### config.mk
export PLATFORM = sky130hd
export DESIGN_NAME = md_unit
export DESIGN_NICKNAME = d
export VERILOG_FILES = /design/src/rtl/md_unit_pkg.sv /design/src/rtl/md_divider.sv /design/src/rtl/md_unit.sv
export SDC_FILE = /design/constraint.sdc
export NUM_CORES = 2
export LEC_CHECK = 0
export BUFFER_PORTS_ARGS = -buffer_cell sky130_fd_sc_hd__buf_2
export CORE_ASPECT_RATIO = 1.5
export CORE_UTILIZATION = 33
export CTS_BUF_LIST = sky130_fd_sc_hd__clkbuf_8
export DETAILED_ROUTE_END_ITERATION = 10
export MAX_ROUTING_LAYER = met4
export PLACE_DENSITY_LB_ADDON = 0.05
export SLEW_MARGIN = 5
export SYNTH_ARGS = -nofsm -noshare
export SYNTH_HDL_FRONTEND = slang
export SYNTH_SLANG_ARGS = --single-unit
### constraint.sdc
create_clock -name clk -period 4.75 [get_ports clk]
set_input_delay 1.1875 -clock clk [delete_from_list [all_inputs] [get_ports clk]]
set_output_delay 1.1875 -clock clk [all_outputs]
set_load 0.01 [all_outputs]
### src/rtl/md_unit_pkg.sv
// Shared definitions for the multiply/divide unit: operation codes,
// controller states and cycle-count constants.
package md_unit_pkg;

  // Operation codes on MDOpE. The signed divide is called MD_DIVS so that
  // its name does not collide with the MD_DIV controller state.
  localparam logic [2:0] MD_MULT  = 3'b000;
  localparam logic [2:0] MD_MULTU = 3'b001;
  localparam logic [2:0] MD_DIVS  = 3'b010;
  localparam logic [2:0] MD_DIVU  = 3'b011;
  localparam logic [2:0] MD_MTHI  = 3'b100;
  localparam logic [2:0] MD_MTLO  = 3'b101;

  // Controller states
  typedef enum logic [1:0] {
    MD_IDLE = 2'd0,
    MD_MUL  = 2'd1,
    MD_DIV  = 2'd2
  } md_state_t;

  // Busy-cycle counts. The divide count is tied to the one-bit-per-cycle
  // divider and must stay at 32.
  localparam int MULT_CYCLES_DEFAULT = 5;
  localparam int DIV_CYCLES          = 32;
  localparam int CNT_W               = 6;

  // Two's-complement negate when neg is set, pass-through otherwise
  function automatic logic [31:0] apply_sign(input logic [31:0] value,
                                             input logic        neg);
    return neg ? (32'd0 - value) : value;
  endfunction

endpackage

### src/rtl/md_divider.sv
// 32-step restoring unsigned divider. Load latches the operands; every step
// shifts in one dividend bit and produces one quotient bit. The outputs
// present the values after the step being applied this cycle, so the owner
// can capture the final iteration on the same edge that performs it.
module md_divider (
  input  logic        clk,
  input  logic        reset,
  input  logic        load,
  input  logic        step,
  input  logic [31:0] dividend,
  input  logic [31:0] divisor,
  output logic [31:0] quotient,
  output logic [31:0] remainder
);

  logic [31:0] rem_q;
  logic [31:0] quo_q;
  logic [31:0] dvs_q;
  logic [31:0] shifted_low;
  logic        q_bit;

  // One restoring iteration: the partial remainder is shifted left taking
  // the next dividend bit; a set top bit means it already exceeds any
  // 32-bit divisor, so the subtraction always succeeds in that case.
  always_comb begin
    shifted_low = {rem_q[30:0], quo_q[31]};
    q_bit       = rem_q[31] | (shifted_low >= dvs_q);
    quotient    = {quo_q[30:0], q_bit};
    remainder   = q_bit ? (shifted_low - dvs_q) : shifted_low;
  end

  // Iteration registers: the quotient register doubles as the dividend
  // shift register, emptying from the top as quotient bits enter below.
  always_ff @(posedge clk or negedge reset) begin
    if (!reset) begin
      rem_q <= '0;
      quo_q <= '0;
      dvs_q <= '0;
    end else if (load) begin
      rem_q <= '0;
      quo_q <= dividend;
      dvs_q <= divisor;
    end else if (step) begin
      rem_q <= remainder;
      quo_q <= quotient;
    end
  end

endmodule

### src/rtl/md_unit.sv
// Execute-stage multiply/divide unit. Owns HI/LO, runs multi-cycle
// mult/div operations, handles mthi/mtlo and raises the decode stall.
module md_unit
  import md_unit_pkg::*;
#(
  parameter int MULT_CYCLES = MULT_CYCLES_DEFAULT
) (
  input  logic        clk,
  input  logic        reset,
  input  logic        InterruptRequest,
  input  logic        StartE,
  input  logic [2:0]  MDOpE,
  input  logic [31:0] SrcAE,
  input  logic [31:0] SrcBE,
  input  logic        UseMDD,
  output logic        Busy,
  output logic        StallMD,
  output logic [31:0] HI,
  output logic [31:0] LO
);

  md_state_t        state;
  md_state_t        state_next;
  logic [CNT_W-1:0] count;
  logic [63:0]      product;
  logic             quo_neg;
  logic             rem_neg;
  logic             div_zero;
  logic             start_ok;
  logic             is_signed;
  logic             is_mult;
  logic             is_div;
  logic             last;
  logic             div_load;
  logic             div_step;
  logic [31:0]      dvd_abs;
  logic [31:0]      dvs_abs;
  logic [31:0]      quotient;
  logic [31:0]      remainder;

  // Start qualification and operand decoding shared by all processes
  always_comb begin
    start_ok  = StartE & ~InterruptRequest & (state == MD_IDLE);
    is_mult   = (MDOpE == MD_MULT) | (MDOpE == MD_MULTU);
    is_div    = (MDOpE == MD_DIVS) | (MDOpE == MD_DIVU);
    is_signed = (MDOpE == MD_MULT) | (MDOpE == MD_DIVS);
    last      = (count == CNT_W'(1));
    dvd_abs   = apply_sign(SrcAE, is_signed & SrcAE[31]);
    dvs_abs   = apply_sign(SrcBE, is_signed & SrcBE[31]);
  end

  // State register
  always_ff @(posedge clk or negedge reset) begin
    if (!reset) state <= MD_IDLE;
    else        state <= state_next;
  end

  // Next-state logic: both busy states leave on the last counted cycle
  always_comb begin
    state_next = state;
    case (state)
      MD_IDLE: begin
        if (start_ok && is_mult)     state_next = MD_MUL;
        else if (start_ok && is_div) state_next = MD_DIV;
      end
      MD_MUL:  if (last) state_next = MD_IDLE;
      MD_DIV:  if (last) state_next = MD_IDLE;
      default: state_next = MD_IDLE;
    endcase
  end

  // Outputs decoded from the registered state, plus the divider controls
  always_comb begin
    Busy     = (state != MD_IDLE);
    StallMD  = UseMDD & (Busy | StartE);
    div_load = start_ok & is_div;
    div_step = (state == MD_DIV);
  end

  // Busy-cycle counter: loaded at start, counts down to 1 on the last cycle
  always_ff @(posedge clk or negedge reset) begin
    if (!reset) begin
      count <= '0;
    end else if (start_ok && is_mult) begin
      count <= CNT_W'(MULT_CYCLES);
    end else if (start_ok && is_div) begin
      count <= CNT_W'(DIV_CYCLES);
    end else if (state != MD_IDLE) begin
      count <= count - CNT_W'(1);
    end
  end

  // Operand capture: the full product is formed at start and held until
  // write-back; divides remember the result signs and a zero divisor
  always_ff @(posedge clk or negedge reset) begin
    if (!reset) begin
      product  <= '0;
      quo_neg  <= 1'b0;
      rem_neg  <= 1'b0;
      div_zero <= 1'b0;
    end else if (start_ok && is_mult) begin
      product <= {{32{is_signed & SrcAE[31]}}, SrcAE} *
                 {{32{is_signed & SrcBE[31]}}, SrcBE};
    end else if (start_ok && is_div) begin
      quo_neg  <= is_signed & (SrcAE[31] ^ SrcBE[31]);
      rem_neg  <= is_signed & SrcAE[31];
      div_zero <= (SrcBE == 32'd0);
    end
  end

  // HI/LO write-back: moves at the start edge, arithmetic results only on
  // the edge that ends the last busy cycle; a zero divisor leaves them alone
  always_ff @(posedge clk or negedge reset) begin
    if (!reset) begin
      HI <= '0;
      LO <= '0;
    end else if (start_ok && (MDOpE == MD_MTHI)) begin
      HI <= SrcAE;
    end else if (start_ok && (MDOpE == MD_MTLO)) begin
      LO <= SrcAE;
    end else if ((state == MD_MUL) && last) begin
      HI <= product[63:32];
      LO <= product[31:0];
    end else if ((state == MD_DIV) && last && !div_zero) begin
      HI <= apply_sign(remainder, rem_neg);
      LO <= apply_sign(quotient, quo_neg);
    end
  end

  md_divider u_divider (
    .clk       (clk),
    .reset     (reset),
    .load      (div_load),
    .step      (div_step),
    .dividend  (dvd_abs),
    .divisor   (dvs_abs),
    .quotient  (quotient),
    .remainder (remainder)
  );

endmodule

==> summary.txt <==
STA
  • Worst Tran Pin Value: approximately 1.0 ns
  • Slew Limit Headroom: 30.04%
  • Final worst path period need: about 8.6 ns
  • Setup TNS: -153.23 ns
  • Layout Skew: 0.03350 ns
  • Fmax: roughly 0.12 GHz
  • Fin crit share: 181.0%
  • RSZ-0062 raised after global routing: yes
  • Hold Fails Final Rpt: 0
  • Fin. max-slew vios: 0
  • Final WS setup: -3.847 ns
  • Setup violators final: 55

Setup path
  • CP Data Required Time: between 5 and 6 ns
  • R2r setup slk: 0.02 ns
  • Worst Setup Start Kind: input pin
  • Slowest Stage Delay on Critical Path: between 0.6 and 0.7 ns
  • Critical Path Most Common Cell: fa_1
  • Setup crit end kind: flip-flop
  • Critical Path Slowest Stage Cell: fa_2
  • Critical Path AT: 9.05 ns
  • Setup CP Type: input pin to flip-flop
  • Crit path max fanout: 8

Flow run
  • MaxCap Viol Count: 0

Floorplan
  • FP Rows: about 180
  • Num ports: approximately 140
  • Core area: roughly 160,000 sq um
  • Die Width: ~330 microns
  • Die area: approximately 160,000 sq um
  • Die H: a little under 500 microns
  • Initial Util: about 33%

Logic synthesis
  • Post-synthesis sequential area ratio: between 10 and 15%
  • Yosys synthesis warning count: 0
  • Synthesized area: 52,820 sq um
  • Primary FF master, synth: dfrtp_1
  • #FFs+latches synth: 235
  • FFs w/ async S/R, synth: between 90% and 100%
  • Synth Net Count: 7,497
  • Synth area leader: fa_1
  • Gate Count Post-Synth: roughly 6,000
  • Top cells by area, synth: fa_1 (43%), dfrtp_1 (11%), inv_1 (8.5%), nand2_1 (7.6%), ha_1 (6.0%)
  • Number of synthesized flops with an enable pin: 0
  • Yosys top cell area share: a little over two fifths
  • Synth Area per Inst: about 8.7 sq um
  • Distinct cell type count after synthesis: 85

Routing
  • Final WL: approximately 210,000 microns
  • Via Count: about 43,000
  • DRC: 50
  • Vias/cell: 4.926
  • DR WL/cell: roughly 24 microns
  • First-pass iteration count of the detailed router: 10
  • Initial DRC count: roughly 2,100
  • Antenna viol nets, final: 0

Final layout
  • Area of the multi-input gates: roughly 43,000 sq um
  • Share of layout cells above drive strength 1: roughly a fifth
  • P&R area growth vs syn: 24.56%
  • Final instance area: ~66,000 sq um
  • Storage cell area: 5881 sq um
  • # fillers: roughly 16,000
  • # nets final: a little over 8,000
  • Fin util: between 40% and 50%

Placement
  • Cell Area, Placed: around 62,000 sq um
  • GP Congestion: roughly 0.91
  • Final HPWL DP: about 180,000 microns
  • IO Port Bufs: between 100 and 150
  • Place WS: -5.072 ns

Global routing
  • Initial antenna violation count: 8
  • Total congestion overflow: 0
  • First-pass GRT wire length: roughly 320,000 microns
  • Pin count of the biggest net entering global routing: 88
  • Overall global routing resource usage: approximately 28%
  • Vias in the first global route: between 40,000 and 50,000

Worst hold path
  • HP Class: flip-flop to flip-flop

Clock tree
  • TritonCTS Buffers: 40
  • Root buf cell: clkbuf_8
  • TritonCTS clock tree: yes
  • Htree depth: 2
  • Clock Latency Late Sink: approximately 0.6 ns
  • Reg clk slew, reported paths: around 0.06 ns
  • Cts hold-fix bufs: 0
  • Clk sinks: around 240
  • Clock buffer depth: 3

Run status
  • Failing checks: design-rule violations, negative setup slack
  • Status: finished, violations left
[cell type report]
cell class	instances	share of cell area, %
diodes	4	0.01521
clock buffers	49	1.025
clock inverters	19	0.1673
inverters	1193	6.832
multi-input cells	4234	65.42
flip-flops and latches	235	8.938
well taps	2081	3.957
repair buffers	987	13.65
[timing repair]
action	CTS	global route
hold endpoints to repair	0	0
setup buffers	83	43
setup endpoints to repair	83	81
pin swaps	151	118
gates cloned	4	1
gates resized for setup	338	148
[cell usage after synthesis, drive strengths merged (8+ instances only)]
master	instances
buf	83
xor2	100
dfrtp	235
o31a	9
a211oi	67
nand3	44
nor3	50
o21bai	10
and3	32
nand2	1065
or3	22
clkbuf	300
inv	1191
ha	254
o31ai	24
a21oi	210
nor4	20
o41ai	8
o211ai	17
nand2b	23
a21o	53
a221oi	9
o21a	11
nor2b	9
nand4	9
mux2i	55
xnor2	117
nor2	204
nand3b	10
or4	9
and2	292
fa	1126
o21ai	282
a31oi	20
[per-layer routing]
metal  up-vias  global-route usage (%)  part of all wire, %
met4         0                   8.890                  4.0
met1     22640                   32.85                   40
li1      19591                       -                    -
met3       288                   1.753                  3.0
met2       844                   49.31                   53
met5         -                       -                    0
[state kept, by name, indices dropped and copies added, names as in the netlist]
| name | cells |
|---|---|
| count | 6 |
| rem_neg | 1 |
| product | 64 |
| quo_neg | 1 |
| u_divider.dvs_q | 32 |
| u_divider.quo_q | 32 |
| u_divider.rem_q | 32 |
| div_zero | 1 |
| LO | 32 |
| state | 2 |
| HI | 32 |
[cell families (layout without fill, tap and decap cells)]
family                   Yosys count  in the layout  share of synthesized area [%]
AO/OA/AOI/OAI                    770            770                          8.894
XOR/XNOR                         217            217                          3.598
buffers and inverters           1576           2248                          11.24
other                              0              4                              0
multiplexers                      58             58                          1.106
AND/OR/NAND/NOR                 1809           1809                          15.34
flip-flops                       235            235                          11.13
adder cells (fa/ha/maj)         1380           1380                          48.69
[stage by stage]
step	hold WS [ns]	cells
after global routing	0.4860	8799
after CTS	0.4771	8764
final	0.4773	8802
after floorplan	0.4403	6045
after global placement	0.4600	8626
after detailed placement	0.4613	8626
[final timing paths]
| path | start | endpoint | depth (start not counted) |
|---|---|---|---|
| setup / recovery | MDOpE[2] | product[63] | 29 |
| hold / removal | product[5] | product[5] | 2 |
| setup reg to reg | u_divider.dvs_q[1] | HI[31] | 16 |
| hold reg to reg | product[5] | product[5] | 2 |
| max in group asynchronous | reset | product[18] | 2 |
| min in group asynchronous | reset | product[58] | 1 |
[critical path, delay by kind of cell]
kind            cells  cell delay, ns
simple gates        5            1.40
xor+xnor            1            0.14
fa+ha+maj           9            4.31
buf+inv             8            0.87
compound gates      6            1.13
[placed cells by master, fill, tap and decap left out, types with 21 or more instances in the layout]
| master | instances |
|---|---|
| and3_1 | 29 |
| a21o_1 | 53 |
| buf_6 | 88 |
| nand3_1 | 39 |
| xor2_1 | 93 |
| buf_4 | 693 |
| xnor2_1 | 105 |
| nor2_1 | 194 |
| a21oi_2 | 28 |
| nand2_1 | 1043 |
| and2_1 | 270 |
| o21ai_1 | 63 |
| fa_1 | 1061 |
| a211oi_1 | 58 |
| buf_2 | 87 |
| clkbuf_8 | 49 |
| a21oi_1 | 168 |
| inv_2 | 44 |
| buf_12 | 99 |
| mux2i_1 | 55 |
| ha_1 | 200 |
| nand2b_1 | 21 |
| nor3_1 | 39 |
| o21ai_0 | 205 |
| dfrtp_1 | 235 |
| fa_2 | 65 |
| inv_1 | 1152 |
| ha_4 | 49 |
Power is left out: the tool's default activity adds up to more than one toggle a clock period on the data nets, which glitch-free logic cannot reach.
